[config.mk]
export PLATFORM = sky130hd
export DESIGN_NAME = spi_s2p_ctrl
export DESIGN_NICKNAME = d
export VERILOG_FILES = /design/src/rtl/spi_pkg.sv /design/src/rtl/spi_sync_edge.sv /design/src/rtl/spi_s2p_ctrl.sv
export SDC_FILE = /design/constraint.sdc
export NUM_CORES = 1
export LEC_CHECK = 0
export ABC_AREA = 1
export CORE_MARGIN = 3
export CORE_UTILIZATION = 59
export CTS_BUF_LIST = sky130_fd_sc_hd__clkbuf_2 sky130_fd_sc_hd__clkbuf_4 sky130_fd_sc_hd__clkbuf_8
export DETAILED_ROUTE_END_ITERATION = 12
export GPL_TIMING_DRIVEN = 1
export MAX_ROUTING_LAYER = met4
export PLACE_DENSITY = 0.85
export SETUP_SLACK_MARGIN = 0.15
export SYNTH_ARGS = -nofsm -noshare
export SYNTH_HDL_FRONTEND = slang
export SYNTH_HIERARCHICAL = 1
export SYNTH_SLANG_ARGS = --single-unit
[constraint.sdc]
create_clock -name clk -period 8.87 [get_ports clk]
set_input_delay 1.3305 -clock clk [delete_from_list [all_inputs] [get_ports clk]]
set_output_delay 1.3305 -clock clk [all_outputs]
set_load 0.05 [all_outputs]
[src/rtl/spi_pkg.sv]
// Shared constants, header field positions and FSM encoding for the SPI
// serial-to-parallel delay-register front end.
package spi_pkg;
  localparam int unsigned HDR_W     = 8;
  localparam int unsigned DATA_BITS = 16;
  localparam int unsigned RW_BIT    = 7;
  localparam int unsigned CH_MSB    = 1;
  localparam int unsigned CH_LSB    = 0;
  localparam int unsigned CNT_W     = 5;

  localparam logic [CNT_W-1:0] HDR_LAST  = CNT_W'(HDR_W - 1);
  localparam logic [CNT_W-1:0] DATA_LAST = CNT_W'(DATA_BITS - 1);

  typedef enum logic [2:0] {
    ST_IDLE   = 3'd0,
    ST_HEADER = 3'd1,
    ST_READ   = 3'd2,
    ST_WRITE  = 3'd3,
    ST_DONE   = 3'd4
  } state_t;

  function automatic logic [CNT_W-1:0] sat_inc(input logic [CNT_W-1:0] v);
    return (v == {CNT_W{1'b1}}) ? v : v + 1'b1;
  endfunction
endpackage

[src/rtl/spi_sync_edge.sv]
// N-flop synchronizer with rise/fall detect on the last stage; edge strobes
// are one clk wide and appear STAGES clk after the pin transition.
module spi_sync_edge #(
  parameter int unsigned STAGES  = 2,
  parameter logic        RST_VAL = 1'b0
) (
  input  logic clk,
  input  logic rst,
  input  logic async_i,
  output logic sync_o,
  output logic rise_o,
  output logic fall_o
);

  logic [STAGES-1:0] sync_q;
  logic              dly_q;

  always_ff @(posedge clk or posedge rst) begin
    if (rst) begin
      sync_q <= {STAGES{RST_VAL}};
      dly_q  <= RST_VAL;
    end else begin
      sync_q <= {sync_q[STAGES-2:0], async_i};
      dly_q  <= sync_q[STAGES-1];
    end
  end

  assign sync_o = sync_q[STAGES-1];
  assign rise_o = sync_q[STAGES-1] & ~dly_q;
  assign fall_o = ~sync_q[STAGES-1] & dly_q;

endmodule

[src/rtl/spi_s2p_ctrl.sv]
// SPI slave: 8-bit header selects a channel, then either a 16-bit write into
// the 14-bit delay bank or a held readback of that channel to the p2s stage.
module spi_s2p_ctrl
  import spi_pkg::*;
#(
  parameter int unsigned    DW          = 14,
  parameter int unsigned    NCH         = 4,
  parameter int unsigned    SYNC_STAGES = 2,
  parameter logic [DW-1:0]  DLY_RST     = '0
) (
  input  logic              clk,
  input  logic              rst,
  input  logic              sck,
  input  logic              cs,
  input  logic              mosi,
  output logic              head_flag,
  output logic [DW-1:0]     rd_data,
  output logic [NCH*DW-1:0] ch_dly,
  output logic              wr_pulse,
  output logic              frame_err
);

  localparam int unsigned CH_W = CH_MSB - CH_LSB + 1;

  logic sck_rise, sck_lvl_unused, sck_fall_unused;
  logic cs_s, cs_rise, cs_fall;
  logic [SYNC_STAGES-1:0] mosi_sync_q;
  logic mosi_s;

  spi_sync_edge #(.STAGES(SYNC_STAGES), .RST_VAL(1'b0)) u_sck_sync (
    .clk(clk), .rst(rst), .async_i(sck),
    .sync_o(sck_lvl_unused), .rise_o(sck_rise), .fall_o(sck_fall_unused)
  );

  spi_sync_edge #(.STAGES(SYNC_STAGES), .RST_VAL(1'b1)) u_cs_sync (
    .clk(clk), .rst(rst), .async_i(cs),
    .sync_o(cs_s), .rise_o(cs_rise), .fall_o(cs_fall)
  );

  assign mosi_s = mosi_sync_q[SYNC_STAGES-1];

  state_t                     state_q, state_d;
  logic [CNT_W-1:0]           cnt_q, cnt_d;
  logic [DW-2:0]              shreg_q, shreg_d;
  logic [DW-1:0]              shift_val;
  logic [CH_W-1:0]            ch_q, ch_d;
  logic                       head_q, head_d;
  logic [DW-1:0]              rd_q, rd_d;
  logic [NCH-1:0][DW-1:0]     dly_q, dly_d;
  logic                       wr_q, wr_d;
  logic                       err_q, err_d;
  logic [SYNC_STAGES:0]       fill_q;
  logic                       armed_q;

  assign shift_val = {shreg_q, mosi_s};

  always_comb begin
    state_d = state_q;
    cnt_d   = cnt_q;
    shreg_d = shreg_q;
    ch_d    = ch_q;
    head_d  = head_q;
    rd_d    = rd_q;
    dly_d   = dly_q;
    wr_d    = 1'b0;
    err_d   = err_q;
    unique case (state_q)
      ST_IDLE: begin
        if (cs_fall && armed_q) begin
          state_d = ST_HEADER;
          cnt_d   = '0;
          err_d   = 1'b0;
        end
      end
      ST_HEADER: begin
        if (sck_rise) begin
          shreg_d = shift_val[DW-2:0];
          cnt_d   = sat_inc(cnt_q);
        end
        if (sck_rise && cnt_q == HDR_LAST) begin
          ch_d  = shift_val[CH_MSB:CH_LSB];
          cnt_d = '0;
          if (cs_rise) begin
            state_d = ST_IDLE;
          end else if (shift_val[RW_BIT]) begin
            state_d = ST_READ;
            head_d  = 1'b1;
            rd_d    = dly_q[shift_val[CH_MSB:CH_LSB]];
          end else begin
            state_d = ST_WRITE;
          end
        end else if (cs_rise) begin
          state_d = ST_IDLE;
          err_d   = 1'b1;
        end
      end
      ST_READ: begin
        if (cs_rise) begin
          state_d = ST_IDLE;
          head_d  = 1'b0;
        end
      end
      ST_WRITE: begin
        if (sck_rise) begin
          shreg_d = shift_val[DW-2:0];
          cnt_d   = sat_inc(cnt_q);
        end
        // Final bit wins over a coincident cs_rise: commit, then leave.
        if (sck_rise && cnt_q == DATA_LAST) begin
          dly_d[ch_q] = shift_val;
          wr_d        = 1'b1;
          state_d     = cs_rise ? ST_IDLE : ST_DONE;
        end else if (cs_rise) begin
          state_d = ST_IDLE;
          err_d   = 1'b1;
        end
      end
      ST_DONE: begin
        if (cs_rise) state_d = ST_IDLE;
      end
      default: state_d = ST_IDLE;
    endcase
  end

  always_ff @(posedge clk or posedge rst) begin
    if (rst) begin
      state_q     <= ST_IDLE;
      cnt_q       <= '0;
      shreg_q     <= '0;
      ch_q        <= '0;
      head_q      <= 1'b0;
      rd_q        <= '0;
      dly_q       <= {NCH{DLY_RST}};
      wr_q        <= 1'b0;
      err_q       <= 1'b0;
      mosi_sync_q <= '0;
      fill_q      <= '0;
      armed_q     <= 1'b0;
    end else begin
      state_q     <= state_d;
      cnt_q       <= cnt_d;
      shreg_q     <= shreg_d;
      ch_q        <= ch_d;
      head_q      <= head_d;
      rd_q        <= rd_d;
      dly_q       <= dly_d;
      wr_q        <= wr_d;
      err_q       <= err_d;
      mosi_sync_q <= {mosi_sync_q[SYNC_STAGES-2:0], mosi};
      fill_q      <= {fill_q[SYNC_STAGES-1:0], 1'b1};
      // Frames only start once cs has genuinely been seen high after reset.
      armed_q     <= armed_q | (fill_q[SYNC_STAGES] & cs_s);
    end
  end

  assign head_flag = head_q;
  assign rd_data   = rd_q;
  assign ch_dly    = dly_q;
  assign wr_pulse  = wr_q;
  assign frame_err = err_q;

endmodule
==> run metrics, run 1 <==
outcome completed; worst skew pair latency 370 ps; Die W 95.6 µm; clk root buf clkbuf_8; Fin. Hold Viols 0; hold_buf cts 0; Syn-to-layout area delta 20.6%; Post-Syn Instances 513; fin worst setup slack 5920 ps; Period Utilization, post-route 0.332; GRT overflow 0; vias per cell 5.58; DP Area between 5000 and 6000 µm²; Hold WC Path Type reg2reg; largest net degree at the start of global routing 74; Critical Path Start Type register; worst vdd ir 0.116 mV; metal1 wirelength 4.79 mm; GRT Overall Usage 0.261; vias in the first global route 3686; Avg WL per Cell 15.7 µm; DR vias 3832; initial core utilization 0.610; synthesized net count 519; cell row count 32; wire length on met3 586 µm; Worst Path Max Fanout 3; fmax around 340 MHz; CP top delay family buffers and inverters; Die ar. between 9000 and 10000 µm²; most common cell after layout, fill and taps aside nand2_1; Syn. warnings 6; core box area just under 8000 µm²; Slowest-stage cell, CP clkdlybuf4s50_1; Leakage 2.50 nW; CTS buffer count 9; Max Used Layer met4; Final Cell Area between 5000 and 6000 µm²; Crit path required time 7540 ps; initial antenna violation count 0; Final Setup Violations 0; DR iter-0 viols 271; postcts setup bufs 0; synthesized cell area 4740 µm²; Layout Utilization 0.736; CTS sink cnt between 100 and 150; fin. max-slew vios 0; Hold Slack 357 ps; htree depth 3; normalized max-slew margin 0.310; I/O pins 78; CTS tree yes; PwrDens 183 nW/µm²; clock input transition at the sequential cells of the worst setup and hold paths 100 ps; MaxCap Viol Count 0; PostCTS Resize Cnt 0; Fin Setup TNS 0 ps; Die H 95.6 µm; crit-path cells clkdlybuf4s50_1; # diodes 0; most frequent cells in the layout 118 x nand2_1, 105 x dfrtp_1, 77 x clkdlybuf4s50_1; worst stage delay on the critical path 830 ps; drt total wl 10.8 mm; Clock Tree Buf Depth 2; RD Place Congestion 0.890; metal2 WL 5.16 mm; PortBufs between 70 and 80; min cycle time layout approximately 2900 ps; worst path bufs/invs 1; Avg Cell Area, Syn approximately 9.2 µm²; final net count approximately 600; clk_skew 11.6 ps; DRT antenna net count 0; dpl ws 5850 ps; Setup CP Type reg2out; CP Capture Type output pin; Pre-Repair DR Iteration Count 5; RSZ-0062 raised after global routing no; share of layout cells above drive strength 1 0.120; first-pass GRT wire length 17.8 mm; HPWL Detailed between 7 and 8 mm; # DRC 0; Worst Max-Slew Pin Slew 1030 ps; CP arrival 1610 ps
==> layout make-up <==
| cell class | count | area, µm² |
|---|---|---|
| multi-input cells | 332 | 1700 |
| flip-flops and latches | 108 | 2710 |
| repair buffers | 78 | 778 |
| inverters | 51 | 199 |
| well taps | 102 | 128 |
| clock buffers | 11 | 145 |
| fillers | 583 | 2050 |
| clock inverters | 5 | 61.3 |
==> power breakdown <==
part | leakage [nW] | total (mW) | switching, mW | internal [mW]
clock network | 0.0952 | 0.309 | 0.167 | 0.142
logic | 0.938 | 0.180 | 0.130 | 0.0501
registers | 1.47 | 0.555 | 0.0354 | 0.519
total | 2.50 | 1.04 | 0.332 | 0.712
==> per-layer routing <==
layer / track usage / vias up
met5: - / -
met4: 0.108 / 0
met3: 0.0300 / 21
met2: 0.393 / 155
met1: 0.363 / 1860
li1: - / 1796
==> sequential cells by signal (all words and copies together) (netlist names), 2 cells and up <==
signal / count
ch_q: 2
cnt_q: 5
rd_data: 14
shreg_q: 13
u_sck_sync/sync_q: 2
ch_dly: 56
u_cs_sync/sync_q: 2
mosi_sync_q: 2
fill_q: 3
state_q: 3
==> stage by stage <==
step	power, mW	cells
after floorplan	0.687	513
final	1.04	687
after global placement	0.729	671
after CTS	1.04	687
after detailed placement	0.740	671
after global routing	1.09	687
==> worst paths after layout <==
path,endpoint,startpoint,slack (ps),depth (start not counted)
min in group asynchronous,u_sck_sync/sync_q[0],rst,1240,2
hold reg to reg,mosi_sync_q[1],mosi_sync_q[0],360,0
setup / recovery,ch_dly[7],ch_dly[7],5920,1
hold / removal,mosi_sync_q[1],mosi_sync_q[0],360,0
max in group asynchronous,ch_dly[5],rst,6330,3
setup reg to reg,rd_data[5],mosi_sync_q[1],6180,5
(Power assumes the default switching activity.)
==> run 2: changes to the inputs <==
--- a/config.mk
+++ b/config.mk
@@ -7,12 +7,12 @@
 export LEC_CHECK = 0
 export ABC_AREA = 1
 export CORE_MARGIN = 3
-export CORE_UTILIZATION = 59
+export CORE_UTILIZATION = 55
 export CTS_BUF_LIST = sky130_fd_sc_hd__clkbuf_2 sky130_fd_sc_hd__clkbuf_4 sky130_fd_sc_hd__clkbuf_8
 export DETAILED_ROUTE_END_ITERATION = 12
 export GPL_TIMING_DRIVEN = 1
 export MAX_ROUTING_LAYER = met4
-export PLACE_DENSITY = 0.85
+export PLACE_DENSITY = 0.8
 export SETUP_SLACK_MARGIN = 0.15
 export SYNTH_ARGS = -nofsm -noshare
 export SYNTH_HDL_FRONTEND = slang
==> constraint.sdc (replaced) <==
create_clock -name clk -period 2.77 [get_ports clk]
set_input_delay 0.4155 -clock clk [delete_from_list [all_inputs] [get_ports clk]]
set_output_delay 0.4155 -clock clk [all_outputs]
set_load 0.05 [all_outputs]
==> run 2 against run 1 <==
Design area grew 0.72%. Sequential share of layout area is 0.34 points lower. Final cell count is 1.3% higher. Clock skew is 2.1 ps lower. Worst hold slack lost 26 ps. Sequential power grew to 3.2 times the previous value. Combinational power rose to 3.3 times the previous value. Register-to-register slack got worse by 5400 ps. Worst setup slack got worse by 5200 ps. Count of clock-buffer cells in the layout fell by 1. Largest cell class unchanged.
==> run metrics, run 2 (synthesized netlist as in run 1, its figures left out) <==
Period Utilization, post-route 0.733; DRT antenna net count 0 (unchanged); Fillers 651 (+12%); htree depth 3 (unchanged); drt total wl 11.0 mm (+2.3%); vias per cell 5.50 (-1.4%); M1 GR Usage 0.343 (-0.0205); vias in the first global route 3738 (+1.4%); most common cell after layout, fill and taps aside nand2_1; initial core utilization 0.571 (-0.0391); min cycle time layout 2030 ps; Worst Max-Slew Pin Slew 758 ps (-274 ps); Final Cell Area 5760 µm² (+0.72%); RD Place Congestion 0.965 (+8.5%); GR Util met2 0.367 (-0.0259); Syn-to-layout area delta 21.5%; DR iter-0 viols 293 (+8.1%); Slowest-stage cell, CP clkdlybuf4s50_1; fin. max-slew vios 0 (unchanged); Critical Path Start Type register; PortBufs 77 (unchanged); CTS tree yes; worst path bufs/invs 1 (unchanged); # DRC 0 (unchanged); busiest grt layer met2; outcome completed; DR vias 3828 (-0.10%); Final Setup Violations 0 (unchanged); RSZ-0062 raised after global routing no; worst r2r src u_sck_sync/sync_q[1]; hold_buf cts 0 (unchanged); Leakage 2.52 nW (+0.81%); HPWL Detailed 7.72 mm (+6.2%); core box area 8300 µm² (+6.8%); cell row count 33 (+3.1%); R2R setup slack 820 ps (-5360 ps); final net count 592 (+1.0%); first-pass GRT wire length 18.3 mm (+3.0%); Setup crit start ch_dly[21]; worst skew pair latency 360 ps (about the same); clock input transition at the sequential cells of the worst setup and hold paths 100 ps (about the same); GRT Overall Usage 0.242 (-0.0184); Overall Power 3.22 mW (+210%); PostCTS Resize Cnt 0 (unchanged); crit-path cells clkdlybuf4s50_1; # diodes 0 (unchanged); Die ar. 9760 µm² (+6.8%); multi-input logic area 1700 µm² (unchanged); Crit path required time 2350 ps (-5190 ps); register area 2710 µm² (unchanged); CTS sink cnt 108 (unchanged); worst vdd ir 0.292 mV (+150%); Largest register FFs 56 (unchanged); most frequent cells in the layout 118 x nand2_1, 105 x dfrtp_1, 77 x clkdlybuf4s50_1; worst stage delay on the critical path 830 ps (about the same); Avg WL per Cell 15.8 µm (+0.94%); clk_skew 9.47 ps (-2.11 ps); routing usage on met3 0.0318 (+0.00186); postcts setup bufs 0 (unchanged); Pre-Repair DR Iteration Count 5 (unchanged); largest net degree at the start of global routing 34 (-54%); CP arrival 1620 ps (about the same); I/O pins 78 (unchanged); Worst Path Max Fanout 3 (unchanged); Fin Setup TNS 0 ps (unchanged); GRT overflow 0 (unchanged); Clock Tree Buf Depth 2 (unchanged); Hold WC Path Type in2async; MaxCap Viol Count 0 (unchanged); Die W 98.8 µm (+3.3%); PwrDens 559 nW/µm² (+210%); fmax roughly 500 MHz; CP top delay family buffers and inverters; Fin. Hold Viols 0 (unchanged); CTS buffer count 9 (unchanged); initial antenna violation count 0 (unchanged); DP Area 5590 µm² (+1.4%); normalized max-slew margin 0.494 (+0.184); CP Capture Type output pin; clk root buf clkbuf_8; Die H 98.8 µm (+3.3%); share of layout cells above drive strength 1 0.129 (+0.00894); Setup CP Type reg2out
run 2: final cells by class:
cell class | count | share of cell area
Clock buffer | 10 | 0.0228
Sequential cell | 108 | 0.470
Inverter | 51 | 0.0348
Multi-Input combinational cell | 332 | 0.295
Timing Repair Buffer | 84 | 0.147
Clock inverter | 6 | 0.00717
Tap cell | 105 | 0.0228
run 2: path summary, 6_finish.rpt:
kind	cells after the start	to
worst max-delay path	1	ch_dly[21]
worst max register to register	9	ch_dly[43]
worst min register to register	0	mosi_sync_q[1]
min in group clk	0	mosi_sync_q[1]
worst min-delay path	2	u_sck_sync/sync_q[0]
max in group asynchronous	3	cnt_q[3]
run 2: power breakdown:
group | internal (mW) | total (mW) | switching, mW
sequential | 1.66 | 1.77 | 0.105
combinational | 0.171 | 0.587 | 0.416
clock | 0.336 | 0.864 | 0.529
total | 2.17 | 3.22 | 1.05
run 2: routing by layer:
layer / wire (µm) / up-vias / part of all wire
li1: - / 1810 / -
met1: 4940 / 1876 / 0.45
met2: 5390 / 126 / 0.49
met3: 529 / 16 / 0.048
met4: 151 / 0 / 0.014
met5: 0 / - / 0
run 2: stage by stage:
step,hold WS (ps),utilization,std cells,setup WS [ps]
after floorplan,169,-,513,1140
after global placement,332,0.673,680,930
after detailed placement,339,0.673,680,854
after CTS,328,0.694,696,733
after global routing,351,0.694,696,627
final,331,0.694,696,739
